### config.mk
export PLATFORM = sky130hd
export DESIGN_NAME = mdu_issue_ctrl
export DESIGN_NICKNAME = d
export VERILOG_FILES = /design/src/rtl/mdu_issue_ctrl.sv
export SDC_FILE = /design/constraint.sdc
export NUM_CORES = 1
export LEC_CHECK = 0
export ABC_AREA = 0
export CAP_MARGIN = 20
export CORE_AREA = 2 2 121 123
export DETAILED_ROUTE_END_ITERATION = 8
export DIE_AREA = 0 0 123 125
export PLACE_DENSITY = 0.86
export SYNTH_ARGS = -nofsm -noshare
export SYNTH_HDL_FRONTEND = slang
export SYNTH_SLANG_ARGS = --single-unit
### constraint.sdc
create_clock -name clk -period 6.8 [get_ports clk]
set_clock_uncertainty 0.15 [all_clocks]
set_input_delay 1.02 -clock clk [delete_from_list [all_inputs] [get_ports clk]]
set_output_delay 1.02 -clock clk [all_outputs]
set_load 0.02 [all_outputs]
### src/rtl/mdu_issue_ctrl.sv
// mdu_issue_ctrl: issues one M-extension op at a time to the MDU and returns the selected 32-bit result with its tag.
// Latency: mdu_start 1 cycle after accept; mdu_ack and rsp_valid 1 cycle after mdu_done (cache hit: rsp 1 cycle after accept).
// Backpressure: req_ready low while an op is outstanding; response held until rsp_ready. Optional macro MDU_FUSE_CACHE_EN.
module mdu_issue_ctrl #(
    parameter int TIMEOUT_CYCLES = 64,
    parameter int TAG_W          = 5
) (
    input  logic             clk,
    input  logic             rst,
    input  logic             flush,
    input  logic             req_valid,
    output logic             req_ready,
    input  logic [2:0]       req_funct3,
    input  logic [31:0]      req_rs1,
    input  logic [31:0]      req_rs2,
    input  logic [TAG_W-1:0] req_tag,
    output logic             rsp_valid,
    input  logic             rsp_ready,
    output logic [31:0]      rsp_data,
    output logic [TAG_W-1:0] rsp_tag,
    output logic             mdu_start,
    output logic             mdu_ack,
    output logic [2:0]       mdu_funct3,
    output logic [31:0]      mdu_a,
    output logic [31:0]      mdu_b,
    input  logic             mdu_busy,
    input  logic             mdu_done,
    input  logic [63:0]      mdu_product,
    input  logic [31:0]      mdu_quotient,
    input  logic [31:0]      mdu_remainder,
    output logic             err_timeout
);

    typedef enum logic [2:0] {S_IDLE, S_ISSUE, S_WAIT, S_RESP, S_DRAIN} state_t;

    localparam int CNT_W = $clog2(TIMEOUT_CYCLES + 1);

    state_t             r_state;
    state_t             w_next;
    logic [CNT_W-1:0]   r_cnt;
    logic [2:0]         r_funct3;
    logic [31:0]        r_a;
    logic [31:0]        r_b;
    logic [TAG_W-1:0]   r_tag;
    logic [31:0]        r_rsp_data;
    logic               r_ack;
    logic               r_err;
    logic               w_accept;
    logic               w_capture;
    logic               w_ack_set;
    logic               w_timeout;
    logic               w_hit;
    logic [31:0]        w_hit_data;

    // Architectural result selection: low product, high product, quotient or remainder.
    function automatic logic [31:0] f_sel(input logic [2:0] f3, input logic [63:0] prod,
                                          input logic [31:0] quo, input logic [31:0] rem);
        logic [31:0] res;
        case (f3)
            3'b000:                 res = prod[31:0];
            3'b001, 3'b010, 3'b011: res = prod[63:32];
            3'b100, 3'b101:         res = quo;
            default:                res = rem;
        endcase
        return res;
    endfunction

    assign req_ready   = (r_state == S_IDLE) && !flush && !mdu_busy && !rst;
    assign rsp_valid   = (r_state == S_RESP) && !flush;
    assign rsp_data    = r_rsp_data;
    assign rsp_tag     = r_tag;
    assign mdu_start   = (r_state == S_ISSUE);
    assign mdu_ack     = r_ack;
    assign mdu_funct3  = r_funct3;
    assign mdu_a       = r_a;
    assign mdu_b       = r_b;
    assign err_timeout = r_err;

`ifdef MDU_FUSE_CACHE_EN
    logic        r_c_vld;
    logic [2:0]  r_c_f3;
    logic [31:0] r_c_a;
    logic [31:0] r_c_b;
    logic [63:0] r_c_prod;
    logic [31:0] r_c_quo;
    logic [31:0] r_c_rem;
    logic        w_pair;

    // Fusable pairs: MUL after any MULH variant; REM/DIV swap with matching signedness.
    always_comb begin
        w_pair = 1'b0;
        if (req_funct3 == 3'b000)
            w_pair = (r_c_f3 != 3'b000) && !r_c_f3[2];
        else if (req_funct3[2])
            w_pair = r_c_f3[2] && (r_c_f3[0] == req_funct3[0]) && (r_c_f3[1] != req_funct3[1]);
    end

    assign w_hit      = r_c_vld && w_pair && (r_c_a == req_rs1) && (r_c_b == req_rs2);
    assign w_hit_data = f_sel(req_funct3, r_c_prod, r_c_quo, r_c_rem);

    // Remember the full MDU result of the last completed op; any flush or timeout forgets it.
    always_ff @(posedge clk or posedge rst) begin
        if (rst) begin
            r_c_vld  <= 1'b0;
            r_c_f3   <= 3'b000;
            r_c_a    <= '0;
            r_c_b    <= '0;
            r_c_prod <= '0;
            r_c_quo  <= '0;
            r_c_rem  <= '0;
        end else if (flush || w_timeout) begin
            r_c_vld  <= 1'b0;
        end else if (w_capture) begin
            r_c_vld  <= 1'b1;
            r_c_f3   <= r_funct3;
            r_c_a    <= r_a;
            r_c_b    <= r_b;
            r_c_prod <= mdu_product;
            r_c_quo  <= mdu_quotient;
            r_c_rem  <= mdu_remainder;
        end
    end
`else
    assign w_hit      = 1'b0;
    assign w_hit_data = '0;
`endif

    // Next-state and handshake decode; done seen in ISSUE is treated exactly like done in WAIT.
    always_comb begin
        w_next    = r_state;
        w_accept  = 1'b0;
        w_capture = 1'b0;
        w_ack_set = 1'b0;
        w_timeout = 1'b0;
        case (r_state)
            S_IDLE: begin
                if (req_valid && req_ready) begin
                    w_accept = 1'b1;
                    w_next   = w_hit ? S_RESP : S_ISSUE;
                end
            end
            S_ISSUE, S_WAIT: begin
                if (flush) begin
                    if (mdu_done) begin
                        w_ack_set = 1'b1;
                        w_next    = S_IDLE;
                    end else begin
                        w_next    = S_DRAIN;
                    end
                end else if (mdu_done) begin
                    w_capture = 1'b1;
                    w_ack_set = 1'b1;
                    w_next    = S_RESP;
                end else if (r_state == S_WAIT && r_cnt == CNT_W'(TIMEOUT_CYCLES - 1)) begin
                    w_timeout = 1'b1;
                    w_next    = S_RESP;
                end else if (r_state == S_ISSUE) begin
                    w_next    = S_WAIT;
                end
            end
            S_DRAIN: begin
                if (mdu_done) begin
                    w_ack_set = 1'b1;
                    w_next    = S_IDLE;
                end
            end
            S_RESP: begin
                if (flush || rsp_ready)
                    w_next = S_IDLE;
            end
            default: w_next = S_IDLE;
        endcase
    end

    // State register, WAIT cycle counter, registered ack pulse and sticky timeout flag.
    always_ff @(posedge clk or posedge rst) begin
        if (rst) begin
            r_state <= S_IDLE;
            r_cnt   <= '0;
            r_ack   <= 1'b0;
            r_err   <= 1'b0;
        end else begin
            r_state <= w_next;
            r_cnt   <= (r_state == S_WAIT) ? r_cnt + 1'b1 : '0;
            r_ack   <= w_ack_set;
            if (w_timeout)
                r_err <= 1'b1;
        end
    end

    // Operands and tag are held from accept until the next accept, covering the whole MDU op.
    always_ff @(posedge clk or posedge rst) begin
        if (rst) begin
            r_funct3 <= 3'b000;
            r_a      <= '0;
            r_b      <= '0;
            r_tag    <= '0;
        end else if (w_accept) begin
            r_funct3 <= req_funct3;
            r_a      <= req_rs1;
            r_b      <= req_rs2;
            r_tag    <= req_tag;
        end
    end

    // Response data: MDU result on done, all-ones on timeout, cached result on a fused hit.
    always_ff @(posedge clk or posedge rst) begin
        if (rst)
            r_rsp_data <= '0;
        else if (w_capture)
            r_rsp_data <= f_sel(r_funct3, mdu_product, mdu_quotient, mdu_remainder);
        else if (w_timeout)
            r_rsp_data <= 32'hFFFF_FFFF;
        else if (w_accept && w_hit)
            r_rsp_data <= w_hit_data;
    end

endmodule

==> qor.txt, run 1 <==
Die footprint -> 0.0154 mm^2
Post-Route WL -> 17.4 mm
Syn. warnings -> 0
Vias -> 4,819
Initial antenna violation count -> 0
Antenna-violating nets left -> 0
Clk slew on worst S/H paths -> 0.05 ns
Fillers -> 1,003
Postcts setup bufs -> 0
TritonCTS clock tree -> built
Final Hold Violating Endpoints -> 0
Area growth, synth to finish -> 62.3%
Yosys reg bits -> 116
Wire length of the first global-routing pass -> 26.6 mm
Diode count -> 0
I/O pin count -> 316
Total negative slack -> 0 ns
WHS -> 0.305 ns
PortBufs -> 315
Total clock sinks -> 116
Starting Density -> 41.8%
Min Tclk post-route -> 3.90 ns
Post-Synth Adder-Cell Area -> 0.211%
Max Slew Vio Count -> 0
Largest net degree at the start of global routing -> 83
R2r startpoint -> mdu_funct3[1]$_DFFE_PP0P_
Drt pass-1 iters -> 4
CP startpoint kind -> input pin
Asr flop ratio synth -> 100%
CTS Buffer Depth -> 2
Top cells by area, synth -> dfrtp_1, mux2_4, mux2i_1, mux2_2, a2bb2oi_1
CP max FO -> 6
XOR/XNOR Fraction of Synth Area -> 0.591%
EDFF count, synth -> 0
Layout cell share with drive strength beyond 1 -> 18.1%
Dpl hpwl -> 12.7 mm
Critical path class -> in -> out
Least-Margin Pin Slew -> 0.856 ns
Reg-to-Reg End -> rsp_data[12]$_DFFE_PP0P_
Syn Area/Cell -> 12.9 um^2
Cell Area, Synth -> 0.00593 mm^2
Register area share after synthesis -> 48.9%
Die height -> 125 um
Reg2Reg Depth -> 6
Mapped Nets -> 669
Cell count after synthesis -> 461
# setup viols final -> 0
Drt initial violations -> 161
Distinct cells, synth -> 42
Critical Path End Type -> output port
Total GRT Usage -> 22.4%
Design Power -> 4.27 mW
Count leader, synth -> dfrtp_1
Hold Path End -> err_timeout$_DFFE_PP0P_
CTS root buffer -> clkbuf_16
Leak Pwr -> 4.24 nW
Area fraction in compound gates after synthesis -> 10.7%
Peak supply drop -> 0.240 mV
Die width -> 123 um
Fin crit share -> 57.3%
Arrival time at the worst endpoint -> 2.73 ns
Dominant cell type by area after synthesis -> dfrtp_1
Hold Path Class -> reg -> reg
Maximum capacitance violations -> 0
H-tree Lvls -> 4
Largest family of logic cells by synthesized area -> multiplexers
Core ar. -> 0.0142 mm^2
Worst slew margin -> 42.8%
Worst-Skew Late Latency -> 0.39 ns
Most frequent cells after synthesis -> dfrtp_1, mux2_4, o21ai_0
Rows -> 44
Post-CTS Hold Fix Bufs -> 0
Hold depth -> 1
Cell Area, Placed -> 0.00906 mm^2
DR WL/cell -> 18.1 um
Multi-input logic area -> 0.00270 mm^2
Gpl congestion -> 0.835
Total grt overflow -> 0
Max Clk Rate -> 257 MHz
Final net count -> 973
Hold path startpoint -> err_timeout$_DFFE_PP0P_
Run status -> finished, final reports clean
Post-synthesis mux area share -> 27.9%
PostCTS Resize Cnt -> 0
TritonCTS buffer count -> 17
Vias per cell -> 5.01
P per Cell Area -> 444 mW/mm^2
Top FF cell, synth -> dfrtp_1
Worst R2R Setup Slack -> 4.32 ns
Vias in the first global route -> 5,148
Final non-filler cell area -> 0.00963 mm^2
Unrepaired setup endpoints after global routing -> false
Drc violations -> 0
Post-Synth Simple-Gate Area -> 6.22%
Data required time of the worst path -> 5.63 ns
Register area -> 0.00291 mm^2
Top cell type's share of synthesized area -> 48.9%
==> metrics by stage <==
stage	utilization, %	worst slack [ns]	instances
floorplan	-	2.56	461
global placement	63.8	2.91	929
detailed placement	63.8	2.91	929
CTS	67.7	2.90	960
global route	67.8	2.83	961
finish	67.8	2.90	961
==> layout make-up <==
cell class | instances | share of cell area [%]
inverters | 10 | 0.416
clock buffers | 19 | 4.60
clock inverters | 12 | 1.13
multi-input cells | 300 | 28.1
repair buffers | 320 | 33.2
flip-flops and latches | 116 | 30.2
well taps | 184 | 2.39
==> state kept, by name, indices dropped and copies added (netlist names) <==
name / cells
mdu_a: 32
mdu_ack: 1
rsp_tag: 5
r_cnt: 7
mdu_funct3: 3
r_state: 3
err_timeout: 1
mdu_b: 32
rsp_data: 32
==> logic make-up (layout without fill, tap and decap cells) <==
logic type | Yosys count | count (layout)
multiplexers | 127 | 127
flip-flops | 116 | 116
buffers and inverters | 45 | 361
AO/OA/AOI/OAI | 92 | 92
XOR/XNOR | 4 | 4
AND/OR/NAND/NOR | 76 | 76
adder cells (fa/ha/maj) | 1 | 1
==> critical path, stage by stage <==
cell	delay, ns
clkdlybuf4s50_1	0.51
nor4_2	0.36
and2_4	0.23
clkdlybuf4s50_1	0.60
==> how the worst max path moves through the flow <==
stage                     start                      end  depth (start not counted)
after floorplan             rst  err_timeout$_DFFE_PP0P_                          1
after global placement    flush                req_ready                          4
after detailed placement  flush                req_ready                          4
after CTS                 flush                req_ready                          4
after global routing      flush                req_ready                          4
final                     flush                req_ready                          4
==> power by group <==
part,total (mW),internal [mW],switching [mW]
combinational,2.21,1.20,1.01
sequential,1.24,1.01,0.228
clock,0.825,0.509,0.316
total,4.27,2.72,1.55
==> routing by layer <==
metal | vias to the layer above | part of all wire, % | global-route usage [%]
met5 | - | 0 | 0
met4 | 0 | 1.8 | 6.22
met3 | 23 | 8.1 | 6.48
met2 | 211 | 51 | 39.5
met1 | 2317 | 40 | 26.4
li1 | 2268 | - | -
==> cell usage in the layout, fill, tap and decap left out, types with 4 or more instances in the layout <==
| cell | count |
|---|---|
| clkbuf_16 | 17 |
| inv_1 | 9 |
| dfrtp_1 | 114 |
| nor2_1 | 19 |
| mux2_2 | 26 |
| mux2i_1 | 31 |
| mux2_4 | 70 |
| a2bb2oi_1 | 31 |
| nand2_1 | 29 |
| a21oi_1 | 12 |
| buf_4 | 4 |
| o21ai_0 | 32 |
| clkinvlp_4 | 5 |
| a22oi_1 | 10 |
| nor3_1 | 10 |
| clkdlybuf4s50_1 | 315 |
No activity file was read; power rests on OpenSTA's default activity.
==> run 2, diff against run 1 <==
--- a/config.mk
+++ b/config.mk
@@ -7,10 +7,10 @@
 export LEC_CHECK = 0
 export ABC_AREA = 0
 export CAP_MARGIN = 20
-export CORE_AREA = 2 2 121 123
+export CORE_ASPECT_RATIO = 1.1
+export CORE_UTILIZATION = 36
 export DETAILED_ROUTE_END_ITERATION = 8
-export DIE_AREA = 0 0 123 125
-export PLACE_DENSITY = 0.86
+export PLACE_DENSITY = 0.78
 export SYNTH_ARGS = -nofsm -noshare
 export SYNTH_HDL_FRONTEND = slang
 export SYNTH_SLANG_ARGS = --single-unit
==> constraint.sdc (replaced) <==
create_clock -name clk -period 3.3 [get_ports clk]
set_clock_uncertainty 0.15 [all_clocks]
set_input_delay 0.495 -clock clk [delete_from_list [all_inputs] [get_ports clk]]
set_output_delay 0.495 -clock clk [all_outputs]
set_load 0.02 [all_outputs]
==> run 2 against run 1 <==
  * Total power up 110%
  * Register-to-register slack worse by 3.3 ns
  * Hold slack better by 0.0035 ns
  * Critical path depth unchanged
  * Utilization down 6.6 points
  * Critical path type unchanged
  * Critical endpoint unchanged
  * Largest cell class unchanged
==> qor.txt, run 2 (synthesis gave the netlist of run 1 again) <==
Most common cell after layout, fill and taps aside -> clkdlybuf4s50_1
Core ar. -> 0.0159 mm^2 (+12%)
Switch Pwr -> 3.25 mW (+110%)
Comb power frac -> 50.4% (-1.3 points)
Critical Path End Type -> output port
Vias -> 4,795 (-0.50%)
Least-Margin Pin Slew -> 0.899 ns (+0.0425 ns)
CTS root buffer -> clkbuf_16
Unrepaired setup endpoints after global routing -> false
Clock share of power -> 20.6% (+1.3 points)
CP startpoint kind -> input pin
Max Slew Vio Count -> 0 (unchanged)
Post-Route WL -> 17.8 mm (+2.2%)
# setup viols final -> 0 (unchanged)
Diode count -> 0 (unchanged)
CP max FO -> 6 (unchanged)
CTS Buffer Depth -> 2 (unchanged)
Drt initial violations -> 144 (-11%)
Fin crit share -> 86.7%
DR WL/cell -> 18.1 um (+0.11%)
Min Tclk post-route -> 2.86 ns
Final Hold Violating Endpoints -> 0 (unchanged)
PortBufs -> 315 (unchanged)
Internal power -> 5.69 mW (+110%)
Total negative slack -> 0 ns (unchanged)
Antenna-violating nets left -> 0 (unchanged)
Dpl hpwl -> 12.8 mm (+0.44%)
Worst-Skew Late Latency -> 0.40 ns (about the same)
Largest net degree at the start of global routing -> 117 (+41%)
Layout cell share with drive strength beyond 1 -> 18.7% (+0.55 points)
Drc violations -> 0 (unchanged)
Sw Share -> 36.3% (+0.075 points)
Gr busiest metal -> met2
Initial antenna violation count -> 0 (unchanged)
Design Power -> 8.94 mW (+110%)
Gpl congestion -> 0.796 (-4.7%)
PostCTS Resize Cnt -> 0 (unchanged)
Register share of total power -> 29.1% (about the same)
Postcts setup bufs -> 0 (unchanged)
Hold Path Class -> reg -> reg
P per Cell Area -> 919 mW/mm^2 (+110%)
Run status -> finished, final reports clean
Data required time of the worst path -> 2.65 ns (-2.98 ns)
Vias in the first global route -> 5,230 (+1.6%)
Leak Pwr -> 4.29 nW (+1.3%)
Met2 Usage GRT -> 35.9% (-3.6 points)
Worst slew margin -> 39.9% (-2.8 points)
Total GRT Usage -> 20.6% (-1.8 points)
Met1 usage -> 23.0% (-3.3 points)
Most frequent cells in the layout -> clkdlybuf4s50_1, dfrtp_1, mux2_4
Drt pass-1 iters -> 6 (+2)
Die footprint -> 0.0170 mm^2 (+11%)
Die height -> 137 um (+9.3%)
Vias per cell -> 4.89 (-2.5%)
Peak supply drop -> 0.509 mV (+110%)
Total clock sinks -> 116 (unchanged)
Critical path class -> in -> out
Register area -> 0.00291 mm^2 (unchanged)
Total grt overflow -> 0 (unchanged)
I/O pin count -> 316 (unchanged)
Worst R2R Setup Slack -> 1.04 ns (-3.28 ns)
Fillers -> 1,224 (+22%)
Final net count -> 976 (+0.31%)
Starting Density -> 37.3% (-4.5 points)
GR Util met3 -> 6.68% (+0.21 points)
TritonCTS buffer count -> 17 (unchanged)
Max Clk Rate -> 350 MHz
Die width -> 124 um (+1.1%)
H-tree Lvls -> 4 (unchanged)
Post-CTS Hold Fix Bufs -> 0 (unchanged)
Multi-input logic area -> 0.00270 mm^2 (unchanged)
Clk slew on worst S/H paths -> 0.06 ns (about the same)
Area growth, synth to finish -> 64.1%
TritonCTS clock tree -> built
Wire length of the first global-routing pass -> 27.5 mm (+3.2%)
Rows -> 48 (+9.1%)
Maximum capacitance violations -> 0 (unchanged)
Arrival time at the worst endpoint -> 2.22 ns (-0.51 ns)
==> run 2: cell types whose count changed in the layout (fill, tap and decap cells not counted), sizes merged <==
cell	delta
buf	+3
bufinv	+1
clkbuf	-2
clkinv	+1
clkinvlp	-4
inv	+5
==> run 2: power by group through the flow <==
stage	Clock, mW	Combinational, mW	Sequential [mW]
after floorplan	0	1.91	3.23
after global placement	0	4.44	2.58
after detailed placement	0	4.54	2.59
after CTS	1.89	4.55	2.60
after global routing	1.96	4.78	2.69
final	1.84	4.50	2.60
==> run 2: critical path, stage by stage <==
cell and delay [ns]:
clkdlybuf4s50_1 0.52, nor4_2 0.35, and2_4 0.23, clkdlybuf4s50_1 0.62
==> run 2: path summary, 6_finish.rpt <==
kind,startpoint,to,depth (start not counted)
setup reg to reg,mdu_funct3[2]$_DFFE_PP0P_,rsp_data[2]$_DFFE_PP0P_,5
max in group asynchronous,rst,mdu_funct3[2]$_DFFE_PP0P_,3
setup / recovery,flush,req_ready,4
hold / removal,err_timeout$_DFFE_PP0P_,err_timeout$_DFFE_PP0P_,1
min in group asynchronous,rst,r_cnt[6]$_DFF_PP0_,3
hold reg to reg,err_timeout$_DFFE_PP0P_,err_timeout$_DFFE_PP0P_,1
==> run 2: cell type report <==
cell class                 instances  area share, %
clock buffer                      17           4.37
timing repair buffer             323           33.3
tap                              200           2.57
multi-input combinational        300           27.8
clock inverter                    15           1.71
sequential                       116           29.9
inverter                          10          0.424
==> run 2: metal layers <==
metal / share of wire (%) / vias to the layer above / wire length [um]
met1: 40 / 2266 / 7090
met5: 0 / - / 0
met2: 50 / 227 / 8900
met3: 7.3 / 32 / 1300
li1: - / 2270 / -
met4: 2.6 / 0 / 456
==> run 2: stage by stage <==
stage	cells	setup slack, ns	utilization [%]	area (um^2)	hold slack (ns)
2_1_floorplan	461	1.24	-	5930	0.283
3_3_place_gp	949	0.466	57.4	9140	0.296
3_5_place_dp	949	0.439	57.4	9140	0.300
4_1_cts	981	0.439	61.1	9730	0.314
5_1_grt	981	0.352	61.1	9730	0.334
6_report	981	0.439	61.1	9730	0.309
